[config.mk]
export PLATFORM = sky130hd
export DESIGN_NAME = simd_sat_writeback
export DESIGN_NICKNAME = d
export VERILOG_FILES = /design/src/rtl/simd_sat_writeback.sv
export SDC_FILE = /design/constraint.sdc
export NUM_CORES = 1
export LEC_CHECK = 0
export BUFFER_PORTS_ARGS = -buffer_cell sky130_fd_sc_hd__buf_4
export CORE_MARGIN = 1
export CORE_UTILIZATION = 53
export DETAILED_ROUTE_END_ITERATION = 16
export PLACE_DENSITY = 0.91
export SLEW_MARGIN = 0
export SYNTH_ARGS = -nofsm -noshare
export SYNTH_HDL_FRONTEND = slang
export SYNTH_SLANG_ARGS = --single-unit
[constraint.sdc]
create_clock -name clk -period 2.25 [get_ports clk]
set_clock_uncertainty 0.05 [all_clocks]
set_input_delay 0.45 -clock clk [delete_from_list [all_inputs] [get_ports clk]]
set_output_delay 0.45 -clock clk [all_outputs]
set_load 0.01 [all_outputs]
[src/rtl/simd_sat_writeback.sv]
// Writeback stage of the M16 SIMD adder: per-nibble saturation override, 2-entry
// valid/ready output FIFO, and sticky saturation status with a saturating event counter.
module simd_sat_writeback #(
  parameter int CNT_W = 8
) (
  input  logic             clk,
  input  logic             rst_n,
  input  logic             in_valid,
  output logic             in_ready,
  input  logic [15:0]      in_result,
  input  logic [1:0]       in_width,
  input  logic [3:0]       sat_enable,
  input  logic [3:0]       sat_sign,
  input  logic [3:0]       sat_last,
  output logic             out_valid,
  input  logic             out_ready,
  output logic [15:0]      out_result,
  output logic [1:0]       out_width,
  output logic [3:0]       out_sat,
  input  logic             clr_status,
  output logic [3:0]       sticky_sat,
  output logic [CNT_W-1:0] sat_count
);

  localparam logic [CNT_W-1:0] CNT_MAX = {CNT_W{1'b1}};

  // MSB nibble of a lane carries the sign, so its limits are 0111/1000; lower nibbles fill with 1s/0s.
  function automatic logic [3:0] sat_nibble(input logic [3:0] nib, input logic en,
                                            input logic sign, input logic last);
    logic [3:0] res;
    if (!en) begin
      res = nib;
    end else if (last) begin
      res = sign ? 4'b1000 : 4'b0111;
    end else begin
      res = sign ? 4'b0000 : 4'b1111;
    end
    return res;
  endfunction

  logic [15:0]      sat_result_s;
  logic             push_s;
  logic             pop_s;

  logic [1:0]       count_q, count_d;
  logic             wr_ptr_q, wr_ptr_d;
  logic             rd_ptr_q, rd_ptr_d;
  logic [15:0]      mem_result_q [2];
  logic [1:0]       mem_width_q  [2];
  logic [3:0]       mem_sat_q    [2];

  logic [3:0]       sticky_q, sticky_d;
  logic [CNT_W-1:0] cnt_q, cnt_d;

  // Saturation overrides applied per nibble before the word is stored.
  always_comb begin
    sat_result_s = 16'h0000;
    for (int k = 0; k < 4; k++) begin
      sat_result_s[4*k +: 4] = sat_nibble(in_result[4*k +: 4], sat_enable[k],
                                          sat_sign[k], sat_last[k]);
    end
  end

  assign in_ready   = (count_q != 2'd2);
  assign out_valid  = (count_q != 2'd0);
  assign push_s     = in_valid && in_ready;
  assign pop_s      = out_valid && out_ready;
  assign out_result = mem_result_q[rd_ptr_q];
  assign out_width  = mem_width_q[rd_ptr_q];
  assign out_sat    = mem_sat_q[rd_ptr_q];
  assign sticky_sat = sticky_q;
  assign sat_count  = cnt_q;

  // FIFO pointer and occupancy next-state.
  always_comb begin
    count_d  = count_q;
    wr_ptr_d = wr_ptr_q;
    rd_ptr_d = rd_ptr_q;
    if (push_s) begin
      wr_ptr_d = ~wr_ptr_q;
    end else begin
      wr_ptr_d = wr_ptr_q;
    end
    if (pop_s) begin
      rd_ptr_d = ~rd_ptr_q;
    end else begin
      rd_ptr_d = rd_ptr_q;
    end
    case ({push_s, pop_s})
      2'b10:   count_d = count_q + 2'd1;
      2'b01:   count_d = count_q - 2'd1;
      default: count_d = count_q;
    endcase
  end

  // Status next-state: an accept in the clear cycle restarts the status from that word alone.
  always_comb begin
    sticky_d = sticky_q;
    cnt_d    = cnt_q;
    if (push_s) begin
      if (clr_status) begin
        sticky_d = sat_enable;
        cnt_d    = (|sat_enable) ? {{(CNT_W-1){1'b0}}, 1'b1} : {CNT_W{1'b0}};
      end else begin
        sticky_d = sticky_q | sat_enable;
        if ((|sat_enable) && (cnt_q != CNT_MAX)) begin
          cnt_d = cnt_q + {{(CNT_W-1){1'b0}}, 1'b1};
        end else begin
          cnt_d = cnt_q;
        end
      end
    end else if (clr_status) begin
      sticky_d = 4'b0000;
      cnt_d    = {CNT_W{1'b0}};
    end else begin
      sticky_d = sticky_q;
      cnt_d    = cnt_q;
    end
  end

  // FIFO control and status state registers.
  always_ff @(posedge clk or negedge rst_n) begin
    if (!rst_n) begin
      count_q  <= 2'd0;
      wr_ptr_q <= 1'b0;
      rd_ptr_q <= 1'b0;
      sticky_q <= 4'b0000;
      cnt_q    <= {CNT_W{1'b0}};
    end else begin
      count_q  <= count_d;
      wr_ptr_q <= wr_ptr_d;
      rd_ptr_q <= rd_ptr_d;
      sticky_q <= sticky_d;
      cnt_q    <= cnt_d;
    end
  end

  // FIFO storage; cleared on reset so the head reads as zero afterwards.
  always_ff @(posedge clk or negedge rst_n) begin
    if (!rst_n) begin
      for (int i = 0; i < 2; i++) begin
        mem_result_q[i] <= 16'h0000;
        mem_width_q[i]  <= 2'b00;
        mem_sat_q[i]    <= 4'b0000;
      end
    end else if (push_s) begin
      mem_result_q[wr_ptr_q] <= sat_result_s;
      mem_width_q[wr_ptr_q]  <= in_width;
      mem_sat_q[wr_ptr_q]    <= sat_enable;
    end
  end

endmodule

==> impl_results.md, run 1 <==
- Area leader, netlist: dfrtp_1
- Remaining DRCs: 0
- Flops & latches, synth: 60
- Fin. Hold Viols: 0
- Maximum vdd drop: roughly 810 uV
- Fin nets: 374
- Via count: roughly 2,300
- Sw frac: about a third
- Max Clk Rate: between 400 and 500 MHz
- Net Sw Power: 1725 uW
- Routed vias/inst: ~5.6
- Cells after synthesis: between 200 and 300
- Setup TNS Final: 0 ps
- Reg power frac: between 30% and 40%
- CTS tree: built
- Reg-to-reg startpoint: count_q[1]
- Height of the die: between 70 and 80 microns
- Global-route wire length before repair: 9839 microns
- IO Count: ~70
- Sequential area share after synthesis: a little over half
- Comb pwr share: between 40 and 50%
- Power Density: between 1000 and 1500 nW/um^2
- GRT Total Usage: roughly 24%
- Rows: 26
- Synth top cells by count: 60 x dfrtp_1, 38 x a21oi_1, 30 x mux2_2
- Antenna violations before repair: 0
- Post-DP HPWL: ~4400 microns
- Post-synth EDFFs: 0
- CP startpoint kind: flop
- Internal Power: 3355 uW
- Clock network fraction of total power: around a fifth
- Hold crit path type: input pin to asynchronous set/reset pin
- Layout cells sized above 1: 35.96%
- Max incr delay on CP: roughly 550 ps
- Final GP Congestion: approximately 0.8
- Die area: 5544 sq um
- Ys flop type: dfrtp_1
- Initial Utilization: a little over half
- Yosys warns: 0
- Fin crit period: between 2000 and 2500 ps
- Crit Path Max Fanout: 17
- Core area: a little over 5000 sq um
- WL per Instance: 15.53 microns
- Status: finished, final reports clean
- Buffers on Ports: 70
- Hold slack final: roughly 130 ps
- Critical R2R Capture: count_q[1]
- Fill count: around 370
- Cts hold-fix bufs: 0
- Post-Syn Nets: around 300
- Setup violators final: 0
- Post-CTS Setup Repair Bufs: 0
- Avg Inst Size Synth: between 10 and 15 sq um
- Post-CTS resize count: 0
- R2R Setup Slk: 160 ps
- Root Driver: clkbuf_8
- Netlist cell types: 31
- Initial DRC Count: between 100 and 150
- Clk Latency, worst-skew pair: between 300 and 400 ps
- Largest net degree at the start of global routing: 61
- Number of global-route vias before repair: between 2,000 and 2,500
- Leak Pwr: between 0.0015 and 0.002 uW
- Slew @ Worst Pin: 734.1 ps
- Count of pins over their slew limit: 0
- Top cells by area, synth: dfrtp_1 54%, mux2_2 12%, a21oi_1 6.8%, o21ai_0 3.8%, nor2_1 3.5%
- DRT antenna net count: 0
- Layout area overhead: 29.18%
- Clock-pin slew on the worst setup and hold paths: approximately 60 ps
- # diodes: 0
- Ys async rst share: 100.0%
- Worst path bufs/invs: 2
- Pre-antenna DRT Iters: 4
- CP top delay family: flip-flops
- Max Cap Viol: 0
- TritonCTS buffer count: 9
- Critical path start-end classification: flop to output pin
- Clock Sink Count: 60
- Top cell type's share of synthesized area: between 50% and 60%
- Top-count cell post-synth: dfrtp_1
- CP max stage cell: dfrtp_1
- R2r worst-path depth: 7
- Die Wd: between 70 and 80 microns
- CP required: 1750 ps
- Total gr overflow: 0
- CP Capture Type: output pin
- Crit-path cells: buf_12 > mux2_2 > buf_4
- Period utilisation layout: between 90 and 100%
- RSZ-0062 raised after global routing: no
- Max-Slew Margin vs Limit: 51.06%
- Clock Path Buffers: 2
- Post-Syn Area: 2783 sq um
- Total Routed Length: about 6400 microns
- Worst path arrival time: about 1600 ps
- H-tree depth: 3
## cells by family after synthesis
logic type | after synthesis | share of synthesized area (%)
flops | 60 | 53.96
compound gates | 75 | 15.78
fa+ha+maj | 2 | 0.8991
mux | 30 | 12.14
xor+xnor | 8 | 2.518
buf+inv | 23 | 3.417
simple gates | 68 | 11.29
## layout make-up
| type | instances | area (sq um) | share of cell area (%) |
|---|---|---|---|
| sequential | 60 | 1501 | 41.77 |
| multi-input combinational | 183 | 1186 | 33.00 |
| timing repair buffer | 74 | 568.0 | 15.80 |
| clock buffer | 12 | 145.1 | 4.038 |
| tap | 70 | 87.58 | 2.436 |
| clock inverter | 4 | 72.57 | 2.019 |
| inverter | 9 | 33.78 | 0.9398 |
## sequential cells by signal, summed over array words and instances, names as in the netlist
register,count
count_q,2
sat_count,8
rd_ptr_q,1
mem_result_q,32
mem_width_q,4
mem_sat_q,8
wr_ptr_q,1
sticky_sat,4
## worst register-to-register path, stage by stage (launching register included)
cell and delay, ps:
dfrtp_1 410, nor2b_2 190, nor2_1 390, inv_1 220
ha_1 280, xnor2_1 140, nor2_1 150, xor2_1 180
## layer usage
metal  track usage [%]  share of wire [%]  up-vias
met5                 0                  0        -
met1             31.15                 41     1110
met4             13.84                2.2        0
li1                  -                  -     1084
met2             39.04                 52       83
met3             5.014                5.2       13
## power by group through the flow
stage	clock (uW)	combinational (uW)	sequential [uW]
global placement	0	2080	1820
floorplan	0	1310	1780
detailed placement	0	2160	1860
global route	1110	2380	1910
finish	1070	2160	1850
CTS	1070	2180	1850
## worst max path at each step
stage,start,to,slack [ps],cells after the start
2_1_floorplan,sat_count[0],sat_count[2],460,6
3_3_place_gp,in_valid,count_q[1],340,7
3_5_place_dp,in_valid,count_q[1],250,8
4_1_cts,rd_ptr_q,out_sat[2],130,3
5_1_grt,count_q[1],count_q[1],30,7
6_report,rd_ptr_q,out_sat[2],140,3
## layout by cell type (no fill, tap or decap)
| cell | Yosys | routed |
|---|---|---|
| buf_4 | 0 | 73 |
| dfrtp_1 | 60 | 60 |
| a21oi_1 | 38 | 38 |
| mux2_2 | 30 | 30 |
| nor2_1 | 26 | 26 |
| nand2_1 | 24 | 24 |
| o21ai_0 | 21 | 21 |
| clkbuf_8 | 0 | 10 |
| inv_1 | 9 | 9 |
| xor2_1 | 6 | 6 |
| o41ai_1 | 5 | 5 |
| and3_1 | 4 | 4 |
| a22o_1 | 4 | 4 |
| nand3_1 | 3 | 3 |
| a2111o_1 | 3 | 3 |
| o211ai_1 | 2 | 2 |
| or4_1 | 2 | 2 |
| or3_2 | 2 | 2 |
| xnor2_1 | 2 | 2 |
| ha_1 | 2 | 2 |
| bufinv_16 | 0 | 2 |
| clkbuf_1 | 11 | 2 |
| or2_2 | 1 | 1 |
| and2_1 | 1 | 1 |
| nor2b_2 | 1 | 1 |
| nor4_1 | 1 | 1 |
| or3_4 | 1 | 1 |
| or3b_1 | 1 | 1 |
| and4_1 | 1 | 1 |
| o31ai_1 | 1 | 1 |
| o311ai_0 | 1 | 1 |
| clkinvlp_4 | 0 | 1 |
| clkinv_2 | 0 | 1 |
| buf_12 | 0 | 1 |
## metrics by stage
step                instances  setup WS (ps)  total power (uW)  instance area [sq um]  utilization [%]
finish                    412          142.1              5080                   3595            70.83
global route              412          30.50              5400                   3595            70.83
detailed placement        396          250.6              4019                   3377            66.54
floorplan                 266          458.8              3084                   2783                -
CTS                       412          130.8              5098                   3595            70.83
global placement          396          337.7              3906                   3377            66.54
Power figures use the tool's default switching activity.
==> inputs of run 2 (changes only) <==
REMOVE_ABC_BUFFERS = 1   (was unset)
==> run 2 against run 1 <==
Core utilization fell by 1.1 points; design area down 1.6%; setup slack improved by 94 ps; clock power is 23% lower; global-route usage down 1.3 points; via count decreased by 3.5%; register-to-register slack improved by 80 ps; sequential cell count unchanged; critical path type is now flop to flop.
==> impl_results.md, run 2 (synthesis gave the netlist of run 1 again) <==
- Biggest register: mem_result_q
- Slew @ Worst Pin: between 700 and 800 ps
- Worst path arrival time: between 2000 and 2500 ps
- Fill count: around 420
- Gr busiest metal: met2
- Register area: 1501 sq um
- Buffers on Ports: 70
- WL per Instance: 14.54 microns
- Core area: 5075 sq um
- R2R Setup Slk: 240 ps
- Clock Sink Count: 60
- Max Clk Rate: slightly below 500 MHz
- DRT antenna net count: 0
- GR met1 Demand/Resource: between 20% and 30%
- Total gr overflow: 0
- Met2 usage: a little under two fifths
- Die area: 5544 sq um
- R2r worst-path depth: 5
- CTS tree: built
- Max Cap Viol: 0
- Initial DRC Count: approximately 110
- Number of global-route vias before repair: 2,064
- Max-Slew Margin vs Limit: between 50 and 60%
- Remaining DRCs: 0
- Die Wd: about 74 microns
- CP required: between 2000 and 2500 ps
- Most used cells in the layout excluding fill and tap cells: 72 x buf_4, 60 x dfrtp_1, 38 x a21oi_1, 30 x mux2_2, 26 x nor2_1
- Height of the die: 74.46 microns
- Critical path start-end classification: flop to flop
- Count of pins over their slew limit: 0
- Critical R2R Capture: sat_count[3]
- Setup violators final: 0
- Clock-pin slew on the worst setup and hold paths: around 60 ps
- Crit Path Max Fanout: 14
- Hold slack final: around 130 ps
- H-tree depth: 3
- Via count: between 2,000 and 2,500
- RSZ-0062 raised after global routing: no
- Fin crit period: a little over 2000 ps
- Initial Utilization: a little over half
- Largest net degree at the start of global routing: 61
- # diodes: 0
- Routed vias/inst: between 5 and 6
- Total Routed Length: between 5000 and 6000 microns
- Layout area overhead: 27.16%
- Post-CTS Setup Repair Bufs: 0
- Fin nets: 373
- Rows: 26
- GRT Total Usage: 23.14%
- Commonest non-fill, non-tap cell in the layout: buf_4
- CP startpoint kind: flop
- Post-DP HPWL: ~4100 microns
- Leak Pwr: ~0.0016 uW
- Clock Path Buffers: 2
- Period utilisation layout: 89.51%
- Post-CTS resize count: 0
- Clk Latency, worst-skew pair: between 300 and 400 ps
- GR Util met3: approximately 4.7%
- Status: finished, final reports clean
- Fin. Hold Viols: 0
- Final GP Congestion: approximately 0.84
- Max reg flops: 32
- Hold crit path type: input pin to asynchronous set/reset pin
- Root Driver: clkbuf_8
- IO Count: ~70
- Global-route wire length before repair: 9459 microns
- Maximum vdd drop: about 740 uV
- TritonCTS buffer count: 9
- Setup TNS Final: 0 ps
- Antenna violations before repair: 0
- Power Density: about 1300 nW/um^2
- Pre-antenna DRT Iters: 4
- CP Capture Type: flop
- Cts hold-fix bufs: 0
- Footprint of the multi-input gates: approximately 1200 sq um
- Layout cells sized above 1: 35.59%
- Reg-to-reg startpoint: sat_count[0]
[run 2: cell types whose count changed in the layout (fill, tap and decap cells not counted)]
| cell | previous run | this run |
|---|---|---|
| buf_4 | 73 | 72 |
| bufinv_16 | 2 | 0 |
| clkbuf_8 | 10 | 11 |
| clkinv_2 | 1 | 2 |
| clkinvlp_4 | 1 | 0 |
[run 2: worst max-delay path by stage]
stage | start | endpoint | cells after the start
floorplan | count_q[1] | mem_sat_q[0] | 4
global placement | in_valid | count_q[1] | 7
detailed placement | in_valid | count_q[1] | 7
CTS | sat_count[0] | sat_count[3] | 5
global route | count_q[1] | count_q[1] | 6
finish | sat_count[0] | sat_count[3] | 5
[run 2: report_power, final]
group	total (uW)	switching [uW]	internal [uW]
sequential	1810	262	1550
combinational	2140	994	1140
clock	828	378	451
[run 2: worst max-delay path, stage by stage (launching register included)]
cell	delay [ps]
dfrtp_1	440
ha_1	250
and3_1	200
and3_1	310
or4_1	510
a21oi_1	170
[run 2: cell type report]
cell class / count / share of cell area, %
Clock buffer: 13 / 4.491
Clock inverter: 2 / 0.2829
Inverter: 9 / 0.9547
Multi-Input combinational cell: 183 / 33.52
Sequential cell: 60 / 42.43
Tap cell: 70 / 2.475
Timing Repair Buffer: 73 / 15.84
[run 2: metal layers]
metal  vias up  part of all wire [%]  routed length [microns]
met5         -                     0                        0
met4         0                   1.7                       99
met3        11                   3.1                      182
met2        50                    51                     3057
met1      1072                    44                     2622
li1       1076                     -                        -
[run 2: stage by stage]
stage,utilization [%],cells,power [uW],cell area [sq um],setup WS [ps]
2_1_floorplan,-,252,3032,2721,238.8
3_3_place_gp,66.40,395,3883,3369,321.0
3_5_place_dp,66.40,395,3974,3369,275.6
4_1_cts,69.72,410,4816,3538,252.7
5_1_grt,69.72,410,5107,3538,148.7
6_report,69.72,410,4773,3538,236.1
